## src/rtl/bus_pkg.sv

```systemverilog
// Shared types and constants for the serial bus scheduler: FSM states,
// default field widths, frame length and the on-wire frame layout.
package bus_pkg;

   // Scheduler FSM states
   typedef enum logic [1:0] {
      IDLE = 2'd0,
      LOAD = 2'd1,
      SEND = 2'd2,
      GAP  = 2'd3
   } state_t;

   // Default geometry of the node bus
   localparam int DEF_N_NODES = 16;
   localparam int DEF_ADDR_W  = 4;
   localparam int DEF_DATA_W  = 64;
   localparam int DEF_CRC_W   = 4;

   // Total bits on the wire per frame, start bit included
   localparam int FRAME_LEN = 1 + 2 * DEF_ADDR_W + DEF_DATA_W + DEF_CRC_W;

   // Frame layout, first field is transmitted first (MSB first)
   typedef struct packed {
      logic                  start;
      logic [DEF_ADDR_W-1:0] src;
      logic [DEF_ADDR_W-1:0] dst;
      logic [DEF_DATA_W-1:0] data;
      logic [DEF_CRC_W-1:0]  crc;
   } frame_t;

endpackage

```

## src/rtl/serial_bus_scheduler_rr_arbiter.sv

```systemverilog
// Combinational round-robin picker: scans from the node after the last
// winner, wrapping around, and returns the first requester found.
module rr_arbiter
   import bus_pkg::*;
#(
   parameter int N_NODES = DEF_N_NODES,
   parameter int ADDR_W  = DEF_ADDR_W
) (
   input  logic [N_NODES-1:0] req,
   input  logic [ADDR_W-1:0]  last,
   output logic [N_NODES-1:0] win,
   output logic [ADDR_W-1:0]  win_idx
);

   logic              found;
   logic [ADDR_W-1:0] cand;

   // Priority search starting one past the previous winner
   always_comb begin
      win     = '0;
      win_idx = '0;
      found   = 1'b0;
      cand    = '0;
      for (int i = 1; i <= N_NODES; i++) begin
         cand = ADDR_W'((int'(last) + i) % N_NODES);
         if (!found && req[cand]) begin
            found     = 1'b1;
            win[cand] = 1'b1;
            win_idx   = cand;
         end else begin
            found = found;
         end
      end
   end

endmodule

```

## src/rtl/serial_bus_scheduler.sv

```systemverilog
// Round-robin bus arbiter and frame serializer. Grants one node at a time,
// latches that node's fields through the external grant-indexed mux and
// shifts a fixed-format frame onto the 1-bit bus, followed by idle gap cycles.
module serial_bus_scheduler
   import bus_pkg::*;
#(
   parameter int N_NODES    = DEF_N_NODES,
   parameter int ADDR_W     = DEF_ADDR_W,
   parameter int DATA_W     = DEF_DATA_W,
   parameter int CRC_W      = DEF_CRC_W,
   parameter int GAP_CYCLES = 1
) (
   input  logic               clock,
   input  logic               reset,
   input  logic [N_NODES-1:0] req,
   input  logic [ADDR_W-1:0]  dst_addr,
   input  logic [DATA_W-1:0]  data,
   input  logic [CRC_W-1:0]   crc,
   output logic [N_NODES-1:0] grant,
   output logic [ADDR_W-1:0]  grant_idx,
   output logic               busy,
   output logic               bus_show,
   output logic               frame_done
);

   localparam int FLEN  = 1 + 2 * ADDR_W + DATA_W + CRC_W;
   localparam int CNT_W = $clog2(FLEN);
   localparam int GAP_W = (GAP_CYCLES > 1) ? $clog2(GAP_CYCLES) : 1;

   state_t              state;
   logic [ADDR_W-1:0]   last;
   // The frame MSB goes straight to bus_show on load, so only the rest is kept
   logic [FLEN-2:0]     shreg;
   logic [CNT_W-1:0]    bit_cnt;
   logic [GAP_W-1:0]    gap_cnt;
   logic [N_NODES-1:0]  win;
   logic [ADDR_W-1:0]   win_idx;
   logic                req_any;
   logic [FLEN-1:0]     frame_word;

   rr_arbiter #(
      .N_NODES (N_NODES),
      .ADDR_W  (ADDR_W)
   ) u_arb (
      .req     (req),
      .last    (last),
      .win     (win),
      .win_idx (win_idx)
   );

   assign req_any    = |req;
   // Source field comes from our own registered grant; the rest from the mux
   assign frame_word = {1'b1, grant_idx, dst_addr, data, crc};

   // Scheduler FSM: arbitration, frame load, serialization and gap timing
   always_ff @(posedge clock or posedge reset) begin
      if (reset) begin
         state      <= IDLE;
         grant      <= '0;
         grant_idx  <= '0;
         busy       <= 1'b0;
         bus_show   <= 1'b0;
         frame_done <= 1'b0;
         last       <= ADDR_W'(N_NODES - 1);
         shreg      <= '0;
         bit_cnt    <= '0;
         gap_cnt    <= '0;
      end else begin
         case (state)
            IDLE: begin
               bus_show   <= 1'b0;
               frame_done <= 1'b0;
               if (req_any) begin
                  grant     <= win;
                  grant_idx <= win_idx;
                  last      <= win_idx;
                  busy      <= 1'b1;
                  state     <= LOAD;
               end else begin
                  grant <= '0;
                  busy  <= 1'b0;
               end
            end

            LOAD: begin
               // Mux outputs are valid now because they follow grant_idx
               bus_show   <= frame_word[FLEN-1];
               shreg      <= frame_word[FLEN-2:0];
               bit_cnt    <= CNT_W'(FLEN - 1);
               frame_done <= 1'b0;
               state      <= SEND;
            end

            SEND: begin
               if (bit_cnt == '0) begin
                  bus_show   <= 1'b0;
                  frame_done <= 1'b1;
                  gap_cnt    <= GAP_W'(GAP_CYCLES - 1);
                  state      <= GAP;
               end else begin
                  bus_show <= shreg[FLEN-2];
                  shreg    <= {shreg[FLEN-3:0], 1'b0};
                  bit_cnt  <= bit_cnt - CNT_W'(1);
               end
            end

            GAP: begin
               bus_show   <= 1'b0;
               frame_done <= 1'b0;
               if (gap_cnt == '0) begin
                  if (req_any) begin
                     // Back-to-back frame: new owner chosen on the gap's last edge
                     grant     <= win;
                     grant_idx <= win_idx;
                     last      <= win_idx;
                     state     <= LOAD;
                  end else begin
                     grant <= '0;
                     busy  <= 1'b0;
                     state <= IDLE;
                  end
               end else begin
                  gap_cnt <= gap_cnt - GAP_W'(1);
               end
            end

            default: begin
               state      <= IDLE;
               grant      <= '0;
               busy       <= 1'b0;
               bus_show   <= 1'b0;
               frame_done <= 1'b0;
            end
         endcase
      end
   end

endmodule

```

## config.mk

```make
export PLATFORM = sky130hd
export DESIGN_NAME = serial_bus_scheduler
export DESIGN_NICKNAME = d
export VERILOG_FILES = /design/src/rtl/bus_pkg.sv /design/src/rtl/serial_bus_scheduler_rr_arbiter.sv /design/src/rtl/serial_bus_scheduler.sv
export SDC_FILE = /design/constraint.sdc
export NUM_CORES = 1
export LEC_CHECK = 0
export ABC_AREA = 1
export CORE_MARGIN = 1.5
export CORE_UTILIZATION = 25
export DETAILED_ROUTE_END_ITERATION = 10
export HOLD_SLACK_MARGIN = 0.03
export PLACE_DENSITY_LB_ADDON = 0.3
export SLEW_MARGIN = 10
export SYNTH_ARGS = -nofsm -noshare
export SYNTH_HDL_FRONTEND = slang
export SYNTH_HIERARCHICAL = 1
export SYNTH_SLANG_ARGS = --single-unit
```

## constraint.sdc

```tcl
create_clock -name clock -period 11.15 [get_ports clock]
set_input_delay 2.23 -clock clock [delete_from_list [all_inputs] [get_ports clock]]
set_output_delay 2.23 -clock clock [all_outputs]
set_load 0.005 [all_outputs]
```

==> flow_summary.ini <==
[run_status]
outcome = completed

[yosys]
netlist.area_leader.share = 0.265
yosysTopAreaCell = dfrtp_1
ys.flop_type = dfrtp_1
ys_seq_area_frac = 0.275
ys_ff_latch = 112
synthArstFlopShare = 1.00
yosys-top-cells-area = dfrtp_1 (26%), nand2_1 (17%), nand3_1 (9.6%), nor2_1 (9.6%), nand4_1 (6.7%)
synth.most_common_cell = nand2_1
syn_area_per_cell_um2 = 6.16
yosysUniqueCellTypes = 42
yosys-top-cells-count = nand2_1 (466), nor2_1 (260), nand3_1 (196)
synth_area_um2 = 10200
synthCells = 1655
yosys_warnings = 6
syn_nets = 1770
synth-edff-count = 0

[clocking]
tritoncts = done
cts_max_level = 3
ctsLongestPathBuffers = 2
cts_sinks = 112
insertion_delay_ps = 350
post_cts_resized = 0
hold_buffers = 0
postCtsSetupRepairBufs = 0
cts_buffers = 9
cts-root-buf = clkbuf_16
clk_pin_slew_worst_paths_ps = 80

[route]
wl_um = 38900
drt_iter0_drc = 1274
via_count = 11200
drc = 0
first_pass_iters = 5
drtAntennaViolNets = 0
via_per_inst = 5.06
wl_per_cell_um = 17.5

[place]
placed_cells = 2205
port_buffers = 112
pre_cts_slack_ps = 4200
hpwl_um = 27800
gp_congestion = 0.925

[timing]
fin_ws_ps = 4520
tightest_slew_ps = 1060
finalSetupViolCount = 0
max_freq_ghz = 0.151
hold_viol_final = 0
relSlewSlack = 0.292
rsz0062_at_grt = no
tns_ps = 0
layout_min_cycle_time_ps = 6630
finalClockSkew_ps = 11.5
fin_crit_sh = 0.595
slew_viol_final = 0

[floorplanning]
core.rowCount = 73
die_h_um = 205
ios = 113
die_width_um = 205
coreArea_um2 = 40000
dieArea_um2 = 42000
initial_core_util = 0.255

[setup_path]
endpoint_kind = register
timing.critical_path.mode_cell = nand2_1
required_ps = 11420
critical_path.cell_chain = clkdlybuf4s50_1, nand2_1, nand3_1, nand3_1, nand2_1, nand2_1, nand2_2, nor2_4, nand4_4, nor2_4, nand3_4, nor3_4, nand4_2, nor2_4, nor2_1, nand2_1, nand2_1, nand2_1, inv_1, o21ai_0
crit_type = in2reg
start_kind = primary input
slowest_delay_ps = 750
cp.arrival_ps = 6900
critPathSlowestCell = nor2_4
cp_max_fo = 39

[global_routing]
grt_use_total = 0.182
grt_max_degree = 87
antenna_found_initial = 0
grt_pass1_vias = 10500
grt_overflow = 0
grt_pass1_wl_um = 60500

[layout]
diodes = 0
syn2layout_area_growth_pct = 16.8
n_fill_cell = 4372
final_nets = 1806
fin_cells = 2220
layout-drive-gt1-share = 0.0903

[flow_run]
cap_violations = 0

[worst_hold_path]
hold_class = reg2reg
cell type report:
class	instances	area, um^2	share of cell area
multi-input cells	1304	6400	0.537
well taps	525	657	0.0551
clock inverters	6	76.3	0.00640
clock buffers	9	225	0.0189
inverters	138	520	0.0437
flip-flops and latches	112	2810	0.236
repair buffers	126	1230	0.103
kinds of logic (layout without fill, tap and decap cells):
kind of cell | after synthesis | in the layout | share of synthesized area
adders and majority gates | 25 | 25 | 0.0307
DFF | 112 | 112 | 0.275
buffers and inverters | 239 | 279 | 0.0985
AOI/OAI and AO/OA | 144 | 144 | 0.0927
xor gates and xnor gates | 2 | 2 | 0.00172
and+or+nand+nor | 1133 | 1133 | 0.501
registers in the layout (all words and copies together), names as in the netlist:
signal and count:
state 2, last 4, bus_show 1, shreg 76, grant_idx 4, bit_cnt 7
grant 16, frame_done 1, busy 1
stage by stage:
stage / hold WS (ps) / cell area, um^2 / utilization
6_report: 473 / 11900 / 0.298
3_3_place_gp: 453 / 11600 / 0.290
4_1_cts: 478 / 11900 / 0.298
3_5_place_dp: 458 / 11600 / 0.290
5_1_grt: 494 / 11900 / 0.298
2_1_floorplan: 434 / 10200 / -
layout by cell type (no fill, tap or decap), types with 31 or more instances in the layout:
| master | Yosys | final |
|---|---|---|
| nand2_1 | 466 | 466 |
| nor2_1 | 260 | 259 |
| nand3_1 | 196 | 196 |
| inv_1 | 119 | 118 |
| clkdlybuf4s50_1 | 0 | 112 |
| nand4_1 | 110 | 110 |
| dfrtp_1 | 108 | 108 |
| o211ai_1 | 74 | 74 |
| or2_2 | 73 | 73 |
| a21oi_1 | 31 | 31 |
path summary, 6_finish.rpt:
kind                            slack [ps]  cells past startpoint               endpoint                  start
worst min-delay path                   470                      2  shreg[26]$_DFFE_PP0P_  shreg[26]$_DFFE_PP0P_
worst max-delay path                  4520                     20    last[0]$_DFFE_PP1P_                 req[6]
max in group asynchronous             7480                      3  shreg[50]$_DFFE_PP0P_                  reset
worst min register to register         470                      2  shreg[26]$_DFFE_PP0P_  shreg[26]$_DFFE_PP0P_
worst max register to register        4610                     22    last[0]$_DFFE_PP1P_    last[1]$_DFFE_PP1P_
min in group asynchronous             2240                      2  shreg[37]$_DFFE_PP0P_                  reset
routing by layer:
layer  GRT usage  vias to the layer above  routed length [um]
met4      0.0448                        0                 590
met1       0.253                     5237               17700
met2       0.299                      454               17800
met3      0.0207                       45                2790
li1            -                     5502                   -
met5           0                        -                   0
critical path, delay by kind of cell:
family | cells | cell delay, ps
simple gates | 17 | 3990
buf+inv | 2 | 490
compound gates | 1 | 150
Power is not shown: default switching activity piles up to over one toggle a cycle in this logic, so the estimate is an artifact.
